$ cat config.mk
export PLATFORM = sky130hd
export DESIGN_NAME = priority_req_encoder
export DESIGN_NICKNAME = d
export VERILOG_FILES = /design/src/rtl/priority_req_encoder.sv
export SDC_FILE = /design/constraint.sdc
export NUM_CORES = 1
export LEC_CHECK = 0
export CORE_UTILIZATION = 51
export DETAILED_ROUTE_END_ITERATION = 8
export PLACE_DENSITY_LB_ADDON = 0.2
export SLEW_MARGIN = 20
export SYNTH_ARGS = -nofsm -noshare
export SYNTH_HDL_FRONTEND = slang
export SYNTH_SLANG_ARGS = --single-unit
$ cat constraint.sdc
create_clock -name clk -period 4.9 [get_ports clk]
set_input_delay 1.225 -clock clk [delete_from_list [all_inputs] [get_ports clk]]
set_output_delay 1.225 -clock clk [all_outputs]
set_load 0.02 [all_outputs]
$ cat src/rtl/priority_req_encoder.sv
// priority_req_encoder: sticky pending register feeding a registered
// valid/ready output that presents one winning request at a time, with
// fixed (highest bit wins) or round-robin (rotating pointer) selection.
module priority_req_encoder #(
  parameter int WIDTH = 16,
  parameter int IDX_W = $clog2(WIDTH)
) (
  input  logic             clk,
  input  logic             rst,
  input  logic [WIDTH-1:0] req_in,
  input  logic             mode,
  input  logic             enc_ready,
  output logic             enc_valid,
  output logic [IDX_W-1:0] enc_idx,
  output logic [WIDTH-1:0] enc_onehot,
  output logic [WIDTH-1:0] pending,
  output logic             busy,
  output logic             dup_err
);

  logic [WIDTH-1:0] pend_q;
  logic [WIDTH-1:0] pend_next;
  logic [WIDTH-1:0] clr_mask;
  logic [WIDTH-1:0] one_lsb;
  logic [IDX_W-1:0] ptr;
  logic [IDX_W-1:0] ptr_next;
  logic [IDX_W-1:0] fixed_idx;
  logic [IDX_W-1:0] rr_idx;
  logic [IDX_W-1:0] sel_idx;
  logic [IDX_W-1:0] scan_pos;
  int               scan_int;
  logic             any_pend;
  logic             load;
  logic             dup_hit;

  assign one_lsb  = {{(WIDTH-1){1'b0}}, 1'b1};
  assign any_pend = |pend_q;
  assign load     = any_pend && (!enc_valid || enc_ready);
  assign sel_idx  = mode ? rr_idx : fixed_idx;
  assign clr_mask = load ? (one_lsb << sel_idx) : '0;
  // A request on the bit being granted re-sets it, so set wins over clear
  assign pend_next = (pend_q & ~clr_mask) | req_in;
  assign dup_hit   = |(req_in & pend_q & ~clr_mask);
  // Pointer moves one below the winner, wrapping from 0 back to the top bit
  assign ptr_next  = (sel_idx == '0) ? IDX_W'(WIDTH - 1) : sel_idx - 1'b1;
  assign pending   = pend_q;
  assign busy      = any_pend || enc_valid;

  // Fixed priority: the highest set pending bit wins (later iterations override)
  always_comb begin
    fixed_idx = '0;
    for (int i = 0; i < WIDTH; i++) begin
      if (pend_q[i]) fixed_idx = IDX_W'(i);
    end
  end

  // Round-robin: walk downward from ptr with wrap; the nearest set bit wins,
  // so the loop runs farthest-first and the closest hit is assigned last
  always_comb begin
    rr_idx   = '0;
    scan_int = 0;
    scan_pos = '0;
    for (int k = WIDTH - 1; k >= 0; k--) begin
      scan_int = int'(ptr) - k;
      if (scan_int < 0) scan_int = scan_int + WIDTH;
      scan_pos = IDX_W'(scan_int);
      if (pend_q[scan_pos]) rr_idx = scan_pos;
    end
  end

  // State update: pending register, output slot, rotating pointer, sticky error
  always_ff @(posedge clk) begin
    if (rst) begin
      pend_q     <= '0;
      enc_valid  <= 1'b0;
      enc_idx    <= '0;
      enc_onehot <= '0;
      ptr        <= IDX_W'(WIDTH - 1);
      dup_err    <= 1'b0;
    end else begin
      pend_q <= pend_next;
      if (dup_hit) dup_err <= 1'b1;
      if (load) begin
        enc_valid  <= 1'b1;
        enc_idx    <= sel_idx;
        enc_onehot <= one_lsb << sel_idx;
        if (mode) ptr <= ptr_next;
      end else if (enc_valid && enc_ready) begin
        enc_valid  <= 1'b0;
        enc_onehot <= '0;
      end
    end
  end

endmodule

==> results of run 1 <==
-- tightest hold or removal path: cells and delay by family, from the launching register on --
kind	cells	cell delay, ns
simple gates	1	0.05
flops	1	0.31
compound gates	1	0.05
-- power breakdown --
part	switching (mW)	internal, mW	leakage (nW)
combinational	2.03	1.49	1.66
sequential	0.125	0.414	0.347
clock	0.124	0.101	0.0452
total	2.28	2.00	2.06
-- final timing paths --
path | to | start | cells after the start
max reg2reg | dup_err$_SDFFE_PP0P_ | ptr[0]$_SDFFE_PP1P_ | 18
max | dup_err$_SDFFE_PP0P_ | ptr[0]$_SDFFE_PP1P_ | 18
min | enc_idx[1]$_SDFFE_PP0P_ | enc_idx[1]$_SDFFE_PP0P_ | 2
min reg2reg | enc_idx[1]$_SDFFE_PP0P_ | enc_idx[1]$_SDFFE_PP0P_ | 2
-- logic make-up after synthesis --
kind of cell / Yosys count
buf+inv: 60
flops: 42
simple gates: 175
compound gates: 158
xor+xnor: 14
fa+ha+maj: 10
mux: 72
-- layout by cell type (no fill, tap or decap), drive strengths merged, types with 4 or more instances in the layout --
| cell | Yosys | final |
|---|---|---|
| a2111oi | 13 | 13 |
| a211oi | 6 | 6 |
| a21oi | 55 | 55 |
| a31oi | 7 | 7 |
| and2b | 6 | 6 |
| and3 | 5 | 5 |
| buf | 16 | 36 |
| clkbuf | 26 | 6 |
| clkdlybuf4s50 | 0 | 58 |
| dfxtp | 42 | 42 |
| ha | 10 | 10 |
| inv | 18 | 18 |
| mux2 | 20 | 20 |
| mux2i | 25 | 25 |
| mux4 | 27 | 27 |
| nand2 | 61 | 61 |
| nand3 | 15 | 15 |
| nor2 | 46 | 46 |
| nor2b | 4 | 4 |
| nor3 | 12 | 12 |
| nor4 | 4 | 4 |
| o2111ai | 5 | 5 |
| o211ai | 12 | 12 |
| o21ai | 14 | 14 |
| o22a | 4 | 4 |
| o22ai | 4 | 4 |
| or4 | 5 | 5 |
| xnor2 | 10 | 10 |
| xor2 | 4 | 4 |
-- metal layers --
| layer | wire [um] | vias to the layer above | GRT usage | share of wire |
|---|---|---|---|---|
| li1 | - | 2149 | - | - |
| met1 | 5920 | 2272 | 0.435 | 0.37 |
| met2 | 7640 | 331 | 0.618 | 0.48 |
| met3 | 1320 | 78 | 0.0387 | 0.083 |
| met4 | 955 | 0 | 0.214 | 0.060 |
| met5 | 0 | - | 0 | 0 |
-- cell usage after synthesis, types with 6 or more instances --
cell                        count
sky130_fd_sc_hd__nand2_1       60
sky130_fd_sc_hd__mux2i_1       23
sky130_fd_sc_hd__dfxtp_1       42
sky130_fd_sc_hd__nor3_1        12
sky130_fd_sc_hd__and2b_1        6
sky130_fd_sc_hd__a21oi_1       54
sky130_fd_sc_hd__o211ai_1      12
sky130_fd_sc_hd__a31oi_1        6
sky130_fd_sc_hd__mux4_2        23
sky130_fd_sc_hd__xnor2_1        8
sky130_fd_sc_hd__nor2_1        45
sky130_fd_sc_hd__mux2_2        17
sky130_fd_sc_hd__ha_1          10
sky130_fd_sc_hd__clkbuf_1      26
sky130_fd_sc_hd__nand3_1       15
sky130_fd_sc_hd__inv_1         17
sky130_fd_sc_hd__a2111oi_0      8
sky130_fd_sc_hd__buf_2          6
sky130_fd_sc_hd__o21ai_0       13
-- per-stage QoR --
step	util	hold WS [ns]
2_1_floorplan	-	0.535
3_3_place_gp	0.629	0.446
6_report	0.643	0.456
4_1_cts	0.640	0.459
5_1_grt	0.643	0.479
3_5_place_dp	0.629	0.450
-- cell type report --
cell class / count / area share
multi-input combinational: 429 / 0.633
timing repair buffer: 94 / 0.158
sequential: 42 / 0.156
tap: 105 / 0.0244
clock buffer: 6 / 0.0135
inverter: 18 / 0.0125
clock inverter: 2 / 0.00255
-- state kept, by name, indices dropped and copies added, names as in the netlist --
name,count
enc_valid,1
ptr,4
dup_err,1
enc_idx,4
pending,16
enc_onehot,16
-- timing repair --
action / CTS / global route
endpoints found under the setup margin: 0 / 4
hold buffers: 0 / 0
resized for setup: 0 / 9
==> impl_metrics.env, run 1 <==
export IMPL_synthesis_yosys_warnings=0
export IMPL_path_buf_inv=3
export IMPL_cellLeakagePower_nw=2.06
export IMPL_synth_fp_nets=561
export IMPL_rsz0062_at_grt="true"
export IMPL_die_area_um2=9200
export IMPL_kind_of_end_point_of_the_critical_path="register"
export IMPL_crit_type="reg2reg"
export IMPL_syn_area_um2=4500
export IMPL_synthToLayoutAreaGrowth_pct=19.8
export IMPL_detail_route_first_pass_iterations=7
export IMPL_vdd_drop_max_v=0.000423
export IMPL_timing_critical_path_from_type="register"
export IMPL_synth_compound_area_frac=0.253
export IMPL_route_final_wire_length_um=15800
export IMPL_detailed_place_hpwl_um=12000
export IMPL_cts_tree="done"
export IMPL_timing_worst_slew_pin_value_ns=0.742
export IMPL_avgSynthCellArea_um2=8.48
export IMPL_clkTransAtPathRegs_ns=0.09
export IMPL_critical_path_slowest_cell="sky130_fd_sc_hd__or4_4"
export IMPL_synth_largest_area_cell="sky130_fd_sc_hd__dfxtp_1"
export IMPL_post_place_ws_ns=0.188
export IMPL_clock_skew_final_ns=0.00769
export IMPL_placementRows=33
export IMPL_hold_viol_final=0
export IMPL_synth_seq_area_share=0.187
export IMPL_die_w_um=95.9
export IMPL_synth_enable_flop_cells=0
export IMPL_cts_root_buf="sky130_fd_sc_hd__clkbuf_8"
export IMPL_critical_path_peak_fanout=22
export IMPL_fin_tns_setup_ns=0
export IMPL_first_global_vias=4572
export IMPL_multi_input_comb_area_um2=3410
export IMPL_post_detailed_placement_cell_area_um2=5280
export IMPL_seq_area_um2=842
export IMPL_synth_fa_ha_area_frac=0.0278
export IMPL_fillerInstances=728
export IMPL_num_antenna_cells=0
export IMPL_routedWlPerCell_um=22.7
export IMPL_final_design_area_no_fill_um2=5390
export IMPL_drt_drc_violations_left=0
export IMPL_worstPathCellList="inv_1, ha_1, buf_4, and2b_1, a2111oi_0, or4_1, mux2_4, o21ai_2, or4_4, a41o_4, nand2_1, buf_4, ha_1, nand2_1, or3_1, nand3_1, o211a_1, a41oi_1"
export IMPL_clkLatencyLatePin_ns=0.30
export IMPL_total_power_mw=4.28
export IMPL_synth_area_mux_share=0.248
export IMPL_drt_first_iter_violations=437
export IMPL_top_level_ports=59
export IMPL_post_synth_and_or_nand_nor_area_fraction=0.186
export IMPL_netlist_instances=531
export IMPL_power_per_cell_area_nw_per_um2=794
export IMPL_grt_pass1_wl_um=24900
export IMPL_num_nets_final=620
export IMPL_crit_family="simple AND/OR/NAND/NOR gates"
export IMPL_finalCriticalPeriod_ns=4.81
export IMPL_path_class_of_the_lowest_slack_min_delay_path="reg2reg"
export IMPL_ant_nets=0
export IMPL_worst_slack_ns=0.0866
export IMPL_yosysTopAreaCellShare=0.187
export IMPL_htree_levels=2
export IMPL_synth_top_family_by_area="compound AO/OA/AOI/OAI gates"
export IMPL_slew_headroom=0.501
export IMPL_synth_top_flop_cell="sky130_fd_sc_hd__dfxtp_1"
export IMPL_clock_sinks=42
export IMPL_period_share=0.982
export IMPL_cp_slowest_stage_delay_ns=0.52
export IMPL_slew_violations=0
export IMPL_io_buffer_count=58
export IMPL_dp_cells=688
export IMPL_async_set_reset_flop_share_out_of_synthesis=0
export IMPL_chipHeight_um=95.9
export IMPL_outcome="finished, final reports clean"
export IMPL_number_of_endpoints_failing_setup_at_the_final_stage=0
export IMPL_cts_root_to_sink_buffers=2
export IMPL_floorplan_initialDensity=0.537
export IMPL_r2r_setup_slack_ns=0.09
export IMPL_core_area_um2=8380
export IMPL_timing_critical_path_required_ns=5.05
export IMPL_grt_overflow=0
export IMPL_cp_data_arrival_time_ns=4.96
export IMPL_synth_seq_cells=42
export IMPL_drt_vias_per_instance=6.94
export IMPL_grt_start_max_net_pins=31
export IMPL_count_of_placed_standard_cells_in_the_final_layout_fillers_left_out=696
export IMPL_grt_antenna_before_repair=0
export IMPL_synth_lib_cells_used_distinct=79
export IMPL_route_vias_total=4830
export IMPL_place_congestion=0.968
export IMPL_fmax_mhz=208
export IMPL_post_cts_setup_buffers=0
export IMPL_layout_drive_gt1_share=0.190
export IMPL_synth_xor_area_share=0.0348
export IMPL_synth_area_top_cells="sky130_fd_sc_hd__dfxtp_1 19%, sky130_fd_sc_hd__mux4_2 12%, sky130_fd_sc_hd__a21oi_1 6.0%"
export IMPL_global_route_usage_total=0.360
export IMPL_max_cap_violations=0
export IMPL_numCtsBuffers=5
Note: power is estimated with default switching activity, not from simulation.
==> run 2, diff against run 1 <==
--- a/config.mk
+++ b/config.mk
@@ -5,6 +5,7 @@
 export SDC_FILE = /design/constraint.sdc
 export NUM_CORES = 1
 export LEC_CHECK = 0
+export CORE_ASPECT_RATIO = 0.5
 export CORE_UTILIZATION = 51
 export DETAILED_ROUTE_END_ITERATION = 8
 export PLACE_DENSITY_LB_ADDON = 0.2
==> run 2 against run 1 <==
Maximum frequency is 4.2% higher. Via count fell by 2.1%. Sequential share of layout area decreased by 0.25 points. Critical path depth down 3. First-iteration DRC count increased by 33%. Hold slack improved by 0.0085 ns.
==> impl_metrics.env, run 2 (synthesis results as in run 1) <==
export IMPL_timing_critical_path_required_ns=5.05
export IMPL_drt_drc_violations_left=0
export IMPL_worstPathCellList="buf_4, xor2_1, buf_4, mux4_2, nand2_2, o21ai_2, or4_4, a41o_4, nand2_1, ha_1, nand2_1, or3_1, nand3_1, o211a_1, a41oi_1"
export IMPL_io_buffer_count=58
export IMPL_fin_tns_setup_ns=0
export IMPL_num_nets_final=616
export IMPL_timing_worst_slew_pin_value_ns=0.752
export IMPL_first_global_vias=4081
export IMPL_worst_r2r_cell_count=15
export IMPL_core_area_um2=8260
export IMPL_cp_data_arrival_time_ns=4.77
export IMPL_comb_power_share=0.793
export IMPL_clock_skew_final_ns=0.00683
export IMPL_slew_headroom=0.498
export IMPL_timing_critical_path_from_type="register"
export IMPL_numCtsBuffers=5
export IMPL_cts_tree="done"
export IMPL_grt_pass1_wl_um=22600
export IMPL_crit_type="reg2reg"
export IMPL_die_w_um=135
export IMPL_number_of_endpoints_failing_setup_at_the_final_stage=0
export IMPL_synthToLayoutAreaGrowth_pct=21.6
export IMPL_cts_hold_buffers_added=0
export IMPL_cp_slowest_stage_delay_ns=0.80
export IMPL_detail_route_first_pass_iterations=6
export IMPL_share_clk_of_total_power=0.086
export IMPL_fillerInstances=656
export IMPL_drt_vias_per_instance=6.75
export IMPL_clock_sinks=42
export IMPL_chipHeight_um=68.4
export IMPL_mostFrequentLayoutCells="60 x sky130_fd_sc_hd__nand2_1, 58 x sky130_fd_sc_hd__clkdlybuf4s50_1, 54 x sky130_fd_sc_hd__a21oi_1"
export IMPL_hold_viol_final=0
export IMPL_global_route_usage_total=0.326
export IMPL_hold_crit_start="enc_onehot[14]$_SDFFE_PP0P_"
export IMPL_routedWlPerCell_um=21.5
export IMPL_p_switching_mw=2.26
export IMPL_critical_path_slowest_cell="sky130_fd_sc_hd__dfxtp_1"
export IMPL_drt_first_iter_violations=583
export IMPL_cts_root_to_sink_buffers=2
export IMPL_layout_drive_gt1_share=0.181
export IMPL_route_vias_total=4727
export IMPL_vdd_drop_max_v=0.000323
export IMPL_power_per_cell_area_nw_per_um2=800
export IMPL_max_cap_violations=0
export IMPL_kind_of_end_point_of_the_critical_path="register"
export IMPL_top_level_ports=59
export IMPL_grt_overflow=0
export IMPL_outcome="finished, final reports clean"
export IMPL_clkTransAtPathRegs_ns=0.06
export IMPL_route_final_wire_length_um=15100
export IMPL_intPower_mw=2.12
export IMPL_period_share=0.942
export IMPL_r2r_setup_slack_ns=0.28
export IMPL_power_switching_share=0.516
export IMPL_critical_path_peak_fanout=10
export IMPL_timing_hold_worst_endpoint="enc_onehot[14]$_SDFFE_PP0P_"
export IMPL_min_path_cells=2
export IMPL_ant_nets=0
export IMPL_finalCriticalPeriod_ns=4.62
export IMPL_floorplan_initialDensity=0.545
export IMPL_clkLatencyLatePin_ns=0.28
export IMPL_die_area_um2=9230
export IMPL_critical_path_reg2reg_endpoint="dup_err$_SDFFE_PP0P_"
export IMPL_slew_violations=0
export IMPL_worst_hold_slack_ns=0.465
export IMPL_share_seq_of_total_power=0.122
export IMPL_placementRows=23
export IMPL_detailed_place_hpwl_um=11200
export IMPL_path_class_of_the_lowest_slack_min_delay_path="reg2reg"
export IMPL_mostFrequentLayoutCell="sky130_fd_sc_hd__nand2_1"
export IMPL_grt_start_max_net_pins=32
export IMPL_cts_root_buf="sky130_fd_sc_hd__clkbuf_16"
export IMPL_crit_reg2reg_launch="ptr[2]$_SDFFE_PP1P_"
export IMPL_post_cts_setup_buffers=0
export IMPL_htree_levels=2
export IMPL_grt_antenna_before_repair=1
export IMPL_rsz0062_at_grt="false"
export IMPL_post_detailed_placement_cell_area_um2=5290
export IMPL_fmax_mhz=217
export IMPL_place_congestion=1.06
export IMPL_cellLeakagePower_nw=2.08
export IMPL_final_design_area_no_fill_um2=5470
## run 2: through the flow
stage                     setup WS, ns  instances  power (mW)  utilization
after global routing            0.0109        699        4.60        0.662
after floorplan                 0.0404        531        2.94            -
after CTS                        0.292        699        4.26        0.661
after detailed placement         0.310        691        3.87        0.641
final                            0.282        700        4.38        0.662
after global placement           0.413        691        3.87        0.641
## run 2: final cells by class
class | count | area, um2 | share of cell area
Tap cell | 112 | 140 | 0.0256
Clock buffer | 6 | 129 | 0.0236
Multi-Input combinational cell | 429 | 3400 | 0.621
Sequential cell | 42 | 841 | 0.154
Timing Repair Buffer | 90 | 858 | 0.157
Antenna cell | 1 | 2.50 | 0.000457
Clock inverter | 2 | 37.5 | 0.00686
Inverter | 18 | 67.6 | 0.0123
## run 2: worst max path at each step
stage               slack (ns)                    to                start  depth (start not counted)
finish                    0.28  dup_err$_SDFFE_PP0P_  ptr[2]$_SDFFE_PP1P_                         15
global route              0.01  dup_err$_SDFFE_PP0P_  ptr[0]$_SDFFE_PP1P_                         17
CTS                       0.29  dup_err$_SDFFE_PP0P_  ptr[0]$_SDFFE_PP1P_                         16
detailed placement        0.31  dup_err$_SDFFE_PP0P_  ptr[0]$_SDFFE_PP1P_                         16
global placement          0.41  dup_err$_SDFFE_PP0P_  ptr[2]$_SDFFE_PP1P_                         17
floorplan                 0.04  dup_err$_SDFFE_PP0P_  ptr[1]$_SDFFE_PP1P_                         23
## run 2: metal layers
| layer | GRT usage | part of all wire | vias up |
|---|---|---|---|
| li1 | - | - | 2145 |
| met1 | 0.452 | 0.43 | 2211 |
| met2 | 0.511 | 0.42 | 333 |
| met3 | 0.0637 | 0.12 | 38 |
| met4 | 0.105 | 0.022 | 0 |
| met5 | 0 | 0 | - |
## run 2: worst max-delay path, delay by kind of cell, from the launching register on
family / cells / cell delay, ns
simple gates: 6 / 1.41
buf+inv: 2 / 0.51
mux: 1 / 0.60
xor+xnor: 1 / 0.27
flops: 1 / 0.80
fa+ha+maj: 1 / 0.27
compound gates: 4 / 0.62
## run 2: power groups by stage
stage / Combinational [mW] / Clock, mW / Sequential [mW]
floorplan: 2.40 / 0 / 0.540
global placement: 3.34 / 0 / 0.535
detailed placement: 3.34 / 0 / 0.532
CTS: 3.36 / 0.375 / 0.527
global route: 3.67 / 0.390 / 0.540
finish: 3.47 / 0.375 / 0.533
## run 2: repair_timing
action,in CTS,in global routing
setup endpoints to repair,0,1
endpoints found under the hold margin,0,0
resized for setup,0,6
==> run 3, diff against run 2 <==
--- a/config.mk
+++ b/config.mk
@@ -7,6 +7,7 @@
 export LEC_CHECK = 0
 export CORE_ASPECT_RATIO = 0.5
 export CORE_UTILIZATION = 51
+export CTS_CLUSTER_DIAMETER = 30
 export DETAILED_ROUTE_END_ITERATION = 8
 export PLACE_DENSITY_LB_ADDON = 0.2
 export SLEW_MARGIN = 20
==> results of run 3 <==
Final layout, timing and power as in run 2 (identical DEF).
